## src/rtl/trap_shaper.sv

```systemverilog
// rtl/trap_shaper.sv - trapezoidal pulse shaper (deconvolution, pole-zero correction, double accumulation)
//
// Purpose:
//    Shapes a stream of signed ADC samples into trapezoids. The path is
//    d = x - x[n-K] - x[n-L] + x[n-K-L], p += d, r = p + (d <<< M_SHIFT),
//    s += r. It runs as a three-stage pipeline: S1 takes the taps and d,
//    S2 takes p and r, S3 takes s and the output.
//    K and L are loaded at runtime. A rejected load sets a sticky error.
//    After reset or an accepted load, a counter clears the delay RAM.
//    Input samples are dropped while that clear is in progress.
//
// Optional feature macro: TRAP_SAT_EN
//    Clamps s to the OW range and drives out_sat. When the macro is
//    undefined, out_data is s wrapped to OW bits and out_sat is tied to 0.
//
// Ports:
//    clk, reset            single clock, synchronous active-high reset
//    in_valid, in_data     input sample stream (signed DW), no backpressure
//    cfg_load, cfg_k/l     one-cycle load of delays K and L (AW bits each)
//    cfg_err               sticky: the last cfg_load was rejected
//    out_valid, out_data   shaped result stream (signed OW), held between pulses
//    out_sat               out_data of this pulse was clamped (TRAP_SAT_EN only)

module trap_shaper #(
   parameter int DW      = 16,
   parameter int OW      = 32,
   parameter int DEPTH   = 64,
   parameter int M_SHIFT = 4,
   localparam int AW     = $clog2(DEPTH)
) (
   input  logic                 clk,
   input  logic                 reset,
   input  logic                 in_valid,
   input  logic signed [DW-1:0] in_data,
   input  logic                 cfg_load,
   input  logic [AW-1:0]        cfg_k,
   input  logic [AW-1:0]        cfg_l,
   output logic                 cfg_err,
   output logic                 out_valid,
   output logic signed [OW-1:0] out_data,
   output logic                 out_sat
);

   localparam int ACCW   = OW + 8;
   localparam int DDW    = DW + 2;
   localparam int KL_MAX = DEPTH - 1;

   typedef enum logic [0:0] {ST_FLUSH, ST_RUN} state_t;

   state_t                  state_q, state_d;
   logic [AW-1:0]           cnt_q, cnt_d;
   logic [AW-1:0]           wp_q, wp_d;
   logic [AW-1:0]           k_q, k_d;
   logic [AW-1:0]           l_q, l_d;
   logic                    err_q, err_d;
   logic                    v1_q, v1_d;
   logic signed [DDW-1:0]   d1_q, d1_d;
   logic                    v2_q, v2_d;
   logic signed [ACCW-1:0]  p_q, p_d;
   logic signed [ACCW-1:0]  r_q, r_d;
   logic signed [ACCW-1:0]  s_q, s_d;
   logic                    ov_q, ov_d;
   logic signed [OW-1:0]    od_q, od_d;

   logic signed [DW-1:0]    ram_q [DEPTH];
   logic                    ram_we;
   logic [AW-1:0]           ram_addr;
   logic signed [DW-1:0]    ram_wdata;

   logic [AW:0]             kl_sum;
   logic                    cfg_ok;
   logic                    load_ok;
   logic                    accept;
   logic signed [DW-1:0]    tap_k, tap_l, tap_kl;
   logic signed [DDW-1:0]   d_now;
   logic signed [ACCW-1:0]  d1_ext;

`ifdef TRAP_SAT_EN
   localparam logic signed [ACCW-1:0] S_MAX = {{(ACCW-OW+1){1'b0}}, {(OW-1){1'b1}}};
   localparam logic signed [ACCW-1:0] S_MIN = {{(ACCW-OW+1){1'b1}}, {(OW-1){1'b0}}};
   logic os_q, os_d;
`endif

   // Taps are read asynchronously. The slot being written (wp) is never a
   // tap because K >= 1 and K+L <= DEPTH-1.
   assign tap_k  = ram_q[wp_q - k_q];
   assign tap_l  = ram_q[wp_q - l_q];
   assign tap_kl = ram_q[wp_q - k_q - l_q];

   always_comb begin
      kl_sum  = {1'b0, cfg_k} + {1'b0, cfg_l};
      cfg_ok  = (cfg_k != '0) && (cfg_k <= cfg_l) && (int'(kl_sum) <= KL_MAX);
      load_ok = cfg_load && cfg_ok;
      accept  = in_valid && (state_q == ST_RUN) && !load_ok;
      d_now   = DDW'(in_data) - DDW'(tap_k) - DDW'(tap_l) + DDW'(tap_kl);
      d1_ext  = ACCW'(d1_q);
   end

   always_comb begin
      state_d   = state_q;
      cnt_d     = cnt_q;
      wp_d      = wp_q;
      k_d       = k_q;
      l_d       = l_q;
      err_d     = err_q;
      v1_d      = 1'b0;
      d1_d      = d1_q;
      v2_d      = 1'b0;
      p_d       = p_q;
      r_d       = r_q;
      s_d       = s_q;
      ov_d      = 1'b0;
      od_d      = od_q;
`ifdef TRAP_SAT_EN
      os_d      = 1'b0;
`endif
      ram_we    = 1'b0;
      ram_addr  = wp_q;
      ram_wdata = in_data;

      // S1: write the sample, capture d
      if (accept) begin
         ram_we = 1'b1;
         wp_d   = wp_q + 1'b1;
         v1_d   = 1'b1;
         d1_d   = d_now;
      end

      // S2: first accumulator plus pole-zero term
      if (v1_q) begin
         v2_d = 1'b1;
         p_d  = p_q + d1_ext;
         r_d  = p_d + (d1_ext <<< M_SHIFT);
      end

      // S3: second accumulator and output reduction
      if (v2_q) begin
         ov_d = 1'b1;
         s_d  = s_q + r_q;
`ifdef TRAP_SAT_EN
         if (s_d > S_MAX) begin
            od_d = S_MAX[OW-1:0];
            os_d = 1'b1;
         end else if (s_d < S_MIN) begin
            od_d = S_MIN[OW-1:0];
            os_d = 1'b1;
         end else begin
            od_d = s_d[OW-1:0];
         end
`else
         od_d = s_d[OW-1:0];
`endif
      end

      // Clear one RAM entry per cycle. Taps read zero until real samples arrive.
      if (state_q == ST_FLUSH) begin
         ram_we    = 1'b1;
         ram_addr  = cnt_q;
         ram_wdata = '0;
         cnt_d     = cnt_q + 1'b1;
         wp_d      = '0;
         if (cnt_q == AW'(DEPTH - 1)) begin
            state_d = ST_RUN;
         end
      end

      // An accepted load discards everything in flight. out_data keeps its last value.
      if (cfg_load) begin
         if (cfg_ok) begin
            k_d     = cfg_k;
            l_d     = cfg_l;
            err_d   = 1'b0;
            state_d = ST_FLUSH;
            cnt_d   = '0;
            wp_d    = '0;
            ram_we  = 1'b0;
            v1_d    = 1'b0;
            v2_d    = 1'b0;
            ov_d    = 1'b0;
            od_d    = od_q;
            p_d     = '0;
            s_d     = '0;
`ifdef TRAP_SAT_EN
            os_d    = 1'b0;
`endif
         end else begin
            err_d = 1'b1;
         end
      end
   end

   always_ff @(posedge clk) begin
      if (reset) begin
         state_q <= ST_FLUSH;
         cnt_q   <= '0;
         wp_q    <= '0;
         k_q     <= AW'(2);
         l_q     <= AW'(4);
         err_q   <= 1'b0;
         v1_q    <= 1'b0;
         d1_q    <= '0;
         v2_q    <= 1'b0;
         p_q     <= '0;
         r_q     <= '0;
         s_q     <= '0;
         ov_q    <= 1'b0;
         od_q    <= '0;
`ifdef TRAP_SAT_EN
         os_q    <= 1'b0;
`endif
      end else begin
         state_q <= state_d;
         cnt_q   <= cnt_d;
         wp_q    <= wp_d;
         k_q     <= k_d;
         l_q     <= l_d;
         err_q   <= err_d;
         v1_q    <= v1_d;
         d1_q    <= d1_d;
         v2_q    <= v2_d;
         p_q     <= p_d;
         r_q     <= r_d;
         s_q     <= s_d;
         ov_q    <= ov_d;
         od_q    <= od_d;
`ifdef TRAP_SAT_EN
         os_q    <= os_d;
`endif
      end
   end

   // Delay RAM. It is cleared by the flush that always follows a reset,
   // and no sample is accepted until that flush completes.
   always_ff @(posedge clk) begin
      if (!reset && ram_we) begin
         ram_q[ram_addr] <= ram_wdata;
      end
   end

   assign cfg_err   = err_q;
   assign out_valid = ov_q;
   assign out_data  = od_q;
`ifdef TRAP_SAT_EN
   assign out_sat   = os_q;
`else
   assign out_sat   = 1'b0;
`endif

endmodule

```

## config.mk

```make
export PLATFORM = sky130hd
export DESIGN_NAME = trap_shaper
export DESIGN_NICKNAME = d
export VERILOG_FILES = /design/src/rtl/trap_shaper.sv
export SDC_FILE = /design/constraint.sdc
export NUM_CORES = 2
export LEC_CHECK = 0
export CORE_ASPECT_RATIO = 0.9
export CORE_MARGIN = 2
export CORE_UTILIZATION = 30
export DETAILED_ROUTE_END_ITERATION = 7
export GPL_TIMING_DRIVEN = 1
export PLACE_DENSITY = 0.54
export SLEW_MARGIN = 20
export SYNTH_ARGS = -nofsm -noshare
export SYNTH_HDL_FRONTEND = slang
export SYNTH_SLANG_ARGS = --single-unit
```

## constraint.sdc

```tcl
create_clock -name clk -period 9.2 [get_ports clk]
set_input_delay 1.38 -clock clk [delete_from_list [all_inputs] [get_ports clk]]
set_output_delay 1.38 -clock clk [all_outputs]
set_load 0.01 [all_outputs]
```

* Yosys cells after proc, flatten, opt, wreduce, memory -nomap -nowiden
Memory sizes are Yosys's and may differ from the RTL's.
Index checks and enable logic that the tools add are counted.
** Storage, ports and cells
- Logic and storage cells :: 78
- RAM bits :: 1024
- Bits in registers :: 199
- Bits in latches :: 0
- Bits of input ports :: 32
- Bits in read-only memories :: 0
- Output and inout port bits :: 35
- Memories kept :: 1
** Memory list
- ram_q :: depth 64, bits a word 16, read ports 3, clocked after Yosys merged registers in 0, wr ports 1, line 65 : logic signed [DW-1:0] ram_q [DEPTH];
** Cells by class
- Multiply operators :: 0
- Reduce and logical (&&, ||, !) cells :: 10
- $lt $le $gt $ge :: 2
- Div/mod/pow operators :: 0
- Muxes and demuxes :: 37
- Shifts and indexed selects :: 0
- Equality and inequality tests :: 2
- $add $sub $neg :: 12
- Bitwise logic cells :: 0
** Operator list (number)
- 2-to-1 mux 40 bit :: 6
- 2-to-1 mux 32 bit :: 3
- 2-to-1 mux 6 bit :: 8
- adder 40 x 18 -> 40 bit :: 1
- adder 40 x 22 -> 40 bit :: 1
- adder 40 bit :: 1
- 2-to-1 mux 1 bit :: 19
- adder 18 x 16 -> 18 bit :: 1
- subtractor 17 x 16 -> 18 bit :: 1
- subtractor 6 bit :: 3
- subtractor 16 x 16 -> 17 bit :: 1
- 2-to-1 mux 16 bit :: 1
- adder 6 x 1 -> 6 bit, second input constant :: 2
- adder 6 x 6 -> 7 bit :: 1
- <= comparator 7 x 6 -> 1 bit, second input constant :: 1
- equality test 6 bit, second input constant :: 1
- <= comparator 6 bit :: 1
- logical AND 1 bit :: 6
- nonzero test 6 bit :: 1
- zero test 1 bit :: 2
- != test 2 bit, second input constant :: 1
- AND reduction 2 bit :: 1

* Longest topological paths before layout
- Depth in word-level cells :: 13
- Depth in mapped cells :: 32
- Gate-level depth less buffers :: 29

* Worst setup path before layout
No wires, ideal clock.
- Kind :: reg-to-reg
- Start point :: register wp_q[0]
- End point :: register d1_q[16]
- Slack :: 1971 ps
- Clock period less this slack :: 7229 ps
- Stages on the path, launching flop included :: 30
- Buffers on the path :: 5
- Data required time :: 9138 ps
- Library setup time :: 62 ps
- Arrival time :: 7167 ps
- Cell sequence :: dfxtp_1 inv_1 ha_1 fa_1 clkbuf_1 buf_1 buf_1 inv_1 fa_1 clkbuf_1 clkbuf_1 mux4_2 mux4_2 mux2_2 o21ai_1 fa_1 inv_1 ha_1 inv_1 fa_1 nor2b_1 o21ai_0 a21o_1 a21oi_1 o21bai_1 a21boi_0 o21a_1 o211ai_1 a2111o_1 nand3_1
** Between the ends
- Word-level cells in the longest chain between the ends :: 5
- Elaborated cells between the ends (all ways) :: 7
- Classes of those cells :: 6 x add/sub; 1 x memory
** Ends and longest elaborated chain
- start, declared :: line 52 : logic [AW-1:0] wp_q, wp_d;
- start signal, assigned :: line 214 : wp_q <= wp_d;
- subtractor 6 bit :: line 86, 88
- memory (64 x 16 bit) *
- subtractor 16 x 16 -> 17 bit :: line 95 : d_now = DDW'(in_data) - DDW'(tap_k) - DDW'(tap_l) + DDW'(tap_kl);
- subtractor 17 x 16 -> 18 bit :: line 95
- adder 18 x 16 -> 18 bit * :: line 95
- end signal, assigned :: line 201 : d1_q <= '0;
- end signal, assigned :: line 219 : d1_q <= d1_d;
- end, declared :: line 57 : logic signed [DDW-1:0] d1_q, d1_d;
Every way passes the cells marked *; elsewhere a longest branch is shown, timed or not.
A chain may end at the register's enable or synchronous reset.

* Worst setup path after layout
Ends and elaborated chain as after synthesis.

==> reports/summary.md <==
Run status
- finished clean — run status

STA
- 129.9 MHz — Peak Freq
- 0.02663 ns — worst clock skew
- 7.695 ns — time the worst path needs with I/O delays and setup
- 0 — final hold viol count
- 1.134 ns — slew at the pin closest to its max-slew limit
- 24.18% — Rel. slew slack
- false — RSZ-0062 raised after global routing
- 0 — total count of max-transition violations in the final report
- 0 — final setup violating endpoints
- 83.64% — final worst path period share
- 0 ns — Total Negative Setup Slacks

Worst setup path
- flop — critical path endpoint category
- inv_1 — most frequent cell on the critical path
- 24 — peak fanout along the critical path
- flop to flop — type of the setup path with the least slack
- 9.93 ns — critical path required time
- 26 — count of cell instances traversed by the critical path
- adder cells — CP top delay family
- 1.18 ns — Max stage delay on crit path
- flop — category of the worst setup path launch point
- 8.43 ns — Arrival @ worst endpoint
- 5 — number of buffers and inverters on the critical path
- 26 — r2r worst-path depth
- fa_4 — cell with the largest stage delay on the worst path

Place
- 142.8 mm — Post-DP HPWL
- 0.8923 — final weighted congestion of routability-driven global placement
- 73140 sq um — post-detailed-placement cell area
- 6956 — # placed instances
- 65 — port buffer count

Drt
- 42.41k — vias after detailed routing
- 0 — drc violations
- 31.63 um — wire length per cell after detailed routing
- 7 — TritonRoute pass-1 iters
- 0 — remaining antenna violation count
- 227.9 mm — DRT Wirelength
- 5.886 — average via count per standard cell
- 5411 — number of design-rule violations left by the first detailed-router iteration

Clock tree
- 3 — buffers from clock root to sink, at most
- 0 — hold buffers post-CTS
- 134 — CTS buffer count
- 0 — number of buffers added for setup after CTS
- 0 — post-CTS resize count
- 0.07 ns — Clock Pin Slew Worst Setup and Hold Paths
- 4 — CTS H-tree lvls
- 1199 — CTS Sinks
- clkbuf_16 — CTS Root Buffer Type
- 0.80 ns — source-to-sink clock delay at the later pin of the worst-skew pair
- done — clock tree from TritonCTS

Power and ir drop
- 0.2825 mV — Max VDD drop
- 27.80 nW — static leakage
- 200.7 nW/um^2 — power per cell area

Die
- 225200 sq um — core region area
- 165 — number of placement rows
- 456.1 um — die height
- 506.3 um — die extent in x
- 67 — Top-Level Pins
- 230900 sq um — area of the die
- 30.25% — effective utilization at floorplan

Logic synthesis
- 50.28% — sequential-to-total area share from yosys stat
- 0 — number of warnings printed during yosys synthesis
- 4026 — synthesized netlist cell count
- 1199 — number of register bits inferred by synthesis
- edfxtp_1 — Synth Flop Type
- 0% — share of flip-flops with an asynchronous set or reset
- 79 — distinct cell type count of the synthesized netlist
- 68120 sq um — cell area after synthesis
- 16.92 sq um — synthesized area divided by synthesized cell count
- 4233 — nets in the synthesized netlist
- 1024 — number of synthesized flops with an enable pin

Global routing
- 0 — Remaining Overflow, GRT
- 321.3 mm — global-route wire length before repair
- 42.13k — number of global-route vias before repair
- 110 — pin count of the biggest net entering global routing
- 10 — number of antenna violations at the first check in global routing
- 19.35% — total global-route track usage

Layout
- 77640 sq um — area of all placed cells without fillers
- 35.19% — share of cells above drive strength 1
- 7205 — final std cells w/o fill
- 4293 — number of nets at the end of the flow
- edfxtp_1, mux4_2, nand2_1 — commonest cells after routing, fill and taps aside
- 13.97% — signed area change from the synthesized netlist to the final layout
- edfxtp_1 — most frequent standard cell in the layout excluding fill and tap cells

Run
- 0 — maxcap violations

Hold path
- flop to flop — class of the tightest hold or removal check
- 2 — number of cells on the worst hold path

## synthesized netlist by cell type, types with 4 or more instances
cell type	count	share of area, %
and2_1	18	0.17
xnor2_1	71	0.91
o211ai_1	10	0.11
a21oi_2	5	0.064
nor3_1	19	0.14
a41oi_1	4	0.051
edfxtp_1	1024	45
nand2b_1	17	0.16
mux4_2	960	32
nand2_1	194	1.1
a21oi_1	157	1.2
a31oi_1	10	0.092
or3_1	6	0.055
o21bai_1	17	0.19
nor2_1	223	1.2
nor2b_1	30	0.28
a31o_2	5	0.064
a211oi_1	30	0.33
buf_1	16	0.088
o21a_1	10	0.11
fa_1	40	1.2
or2_2	4	0.037
inv_1	100	0.55
xor2_1	39	0.50
buf_2	118	0.87
dfxtp_1	175	5.1
buf_4	5	0.055
nand3b_1	7	0.077
o31ai_1	7	0.077
clkbuf_1	146	0.80
and4_1	4	0.051
nand3_1	32	0.24
mux2i_1	124	1.8
or2_1	5	0.046
nor3_2	4	0.059
o21ai_1	43	0.32
o21ai_0	38	0.28
a211oi_2	4	0.073
mux2_2	37	0.61
ha_1	135	2.5
and3_1	7	0.064
a21o_1	56	0.62
nand4_1	18	0.17
## stage by stage
| stage | power (mW) | utilization (%) | hold slack [ns] | worst slack (ns) |
|---|---|---|---|---|
| CTS | 15.64 | 34.47 | 0.4547 | 1.557 |
| detailed placement | 10.06 | 32.47 | 0.4475 | 1.602 |
| finish | 15.58 | 34.47 | 0.4513 | 1.505 |
| global placement | 10.10 | 32.47 | 0.4427 | 1.632 |
| global route | 16.10 | 34.47 | 0.4669 | 1.137 |
| floorplan | 8.545 | - | 0.4452 | 1.971 |
## worst paths after layout
path	start	to	slack, ns
min	out_data[15]$_SDFFE_PP0P_	out_data[15]$_SDFFE_PP0P_	0.45
max	wp_q[0]$_SDFF_PP0_	d1_q[16]$_SDFFE_PP0P_	1.50
max reg2reg	wp_q[0]$_SDFF_PP0_	d1_q[16]$_SDFFE_PP0P_	1.50
min reg2reg	out_data[15]$_SDFFE_PP0P_	out_data[15]$_SDFFE_PP0P_	0.45
## logic make-up (layout without fill, tap and decap cells)
group	after synthesis	in the layout	synth area share (%)
AOI/OAI and AO/OA	431	431	4.079
xor gates and xnor gates	112	112	1.462
muxes	1121	1121	34.17
adders and majority gates	175	175	3.655
and+or+nand+nor	601	601	3.976
buffers and inverters	386	557	2.371
other	1	3	0.005505
DFF	1199	1199	50.28
## worst min-delay path, delay by kind of cell (launching register included)
| kind | cells | cell delay (ns) |
|---|---|---|
| flip-flops | 1 | 0.31 |
| AO/OA/AOI/OAI | 1 | 0.05 |
| AND/OR/NAND/NOR | 1 | 0.05 |
## cell type report
cell class,count,area [sq um]
antenna,2,5.005
clock buffer,170,3572
clock inverter,77,918.4
fill,21070,147600
inverter,101,379.1
multi-input combinational,2441,32740
sequential,1199,34260
tap,3006,3761
timing repair buffer,209,2004
## registers in the layout (all words and copies together), names as in the netlist, 6 cells and up
register / cells
k_q: 6
cnt_q: 6
r_q: 32
ram_q: 1024
d1_q: 18
s_q: 32
out_data: 32
wp_q: 6
l_q: 6
p_q: 32
## metal layers
| metal | part of all wire [%] | up-vias | track usage [%] |
|---|---|---|---|
| li1 | - | 17000 | - |
| met1 | 40 | 22520 | 25.71 |
| met2 | 45 | 2503 | 29.35 |
| met3 | 11 | 385 | 6.444 |
| met4 | 3.9 | 2 | 7.086 |
| met5 | 0.0057 | - | 0 |
## power by group
part           switching (mW)  leakage, nW  internal [mW]  total, mW
Combinational            2.52         13.2           1.63       4.15
Clock                    2.38         2.16           3.21       5.58
Sequential             0.0152         12.4           5.83       5.85
Total                    4.91         27.8           10.7       15.6
Note: power is estimated with default switching activity, not from simulation.
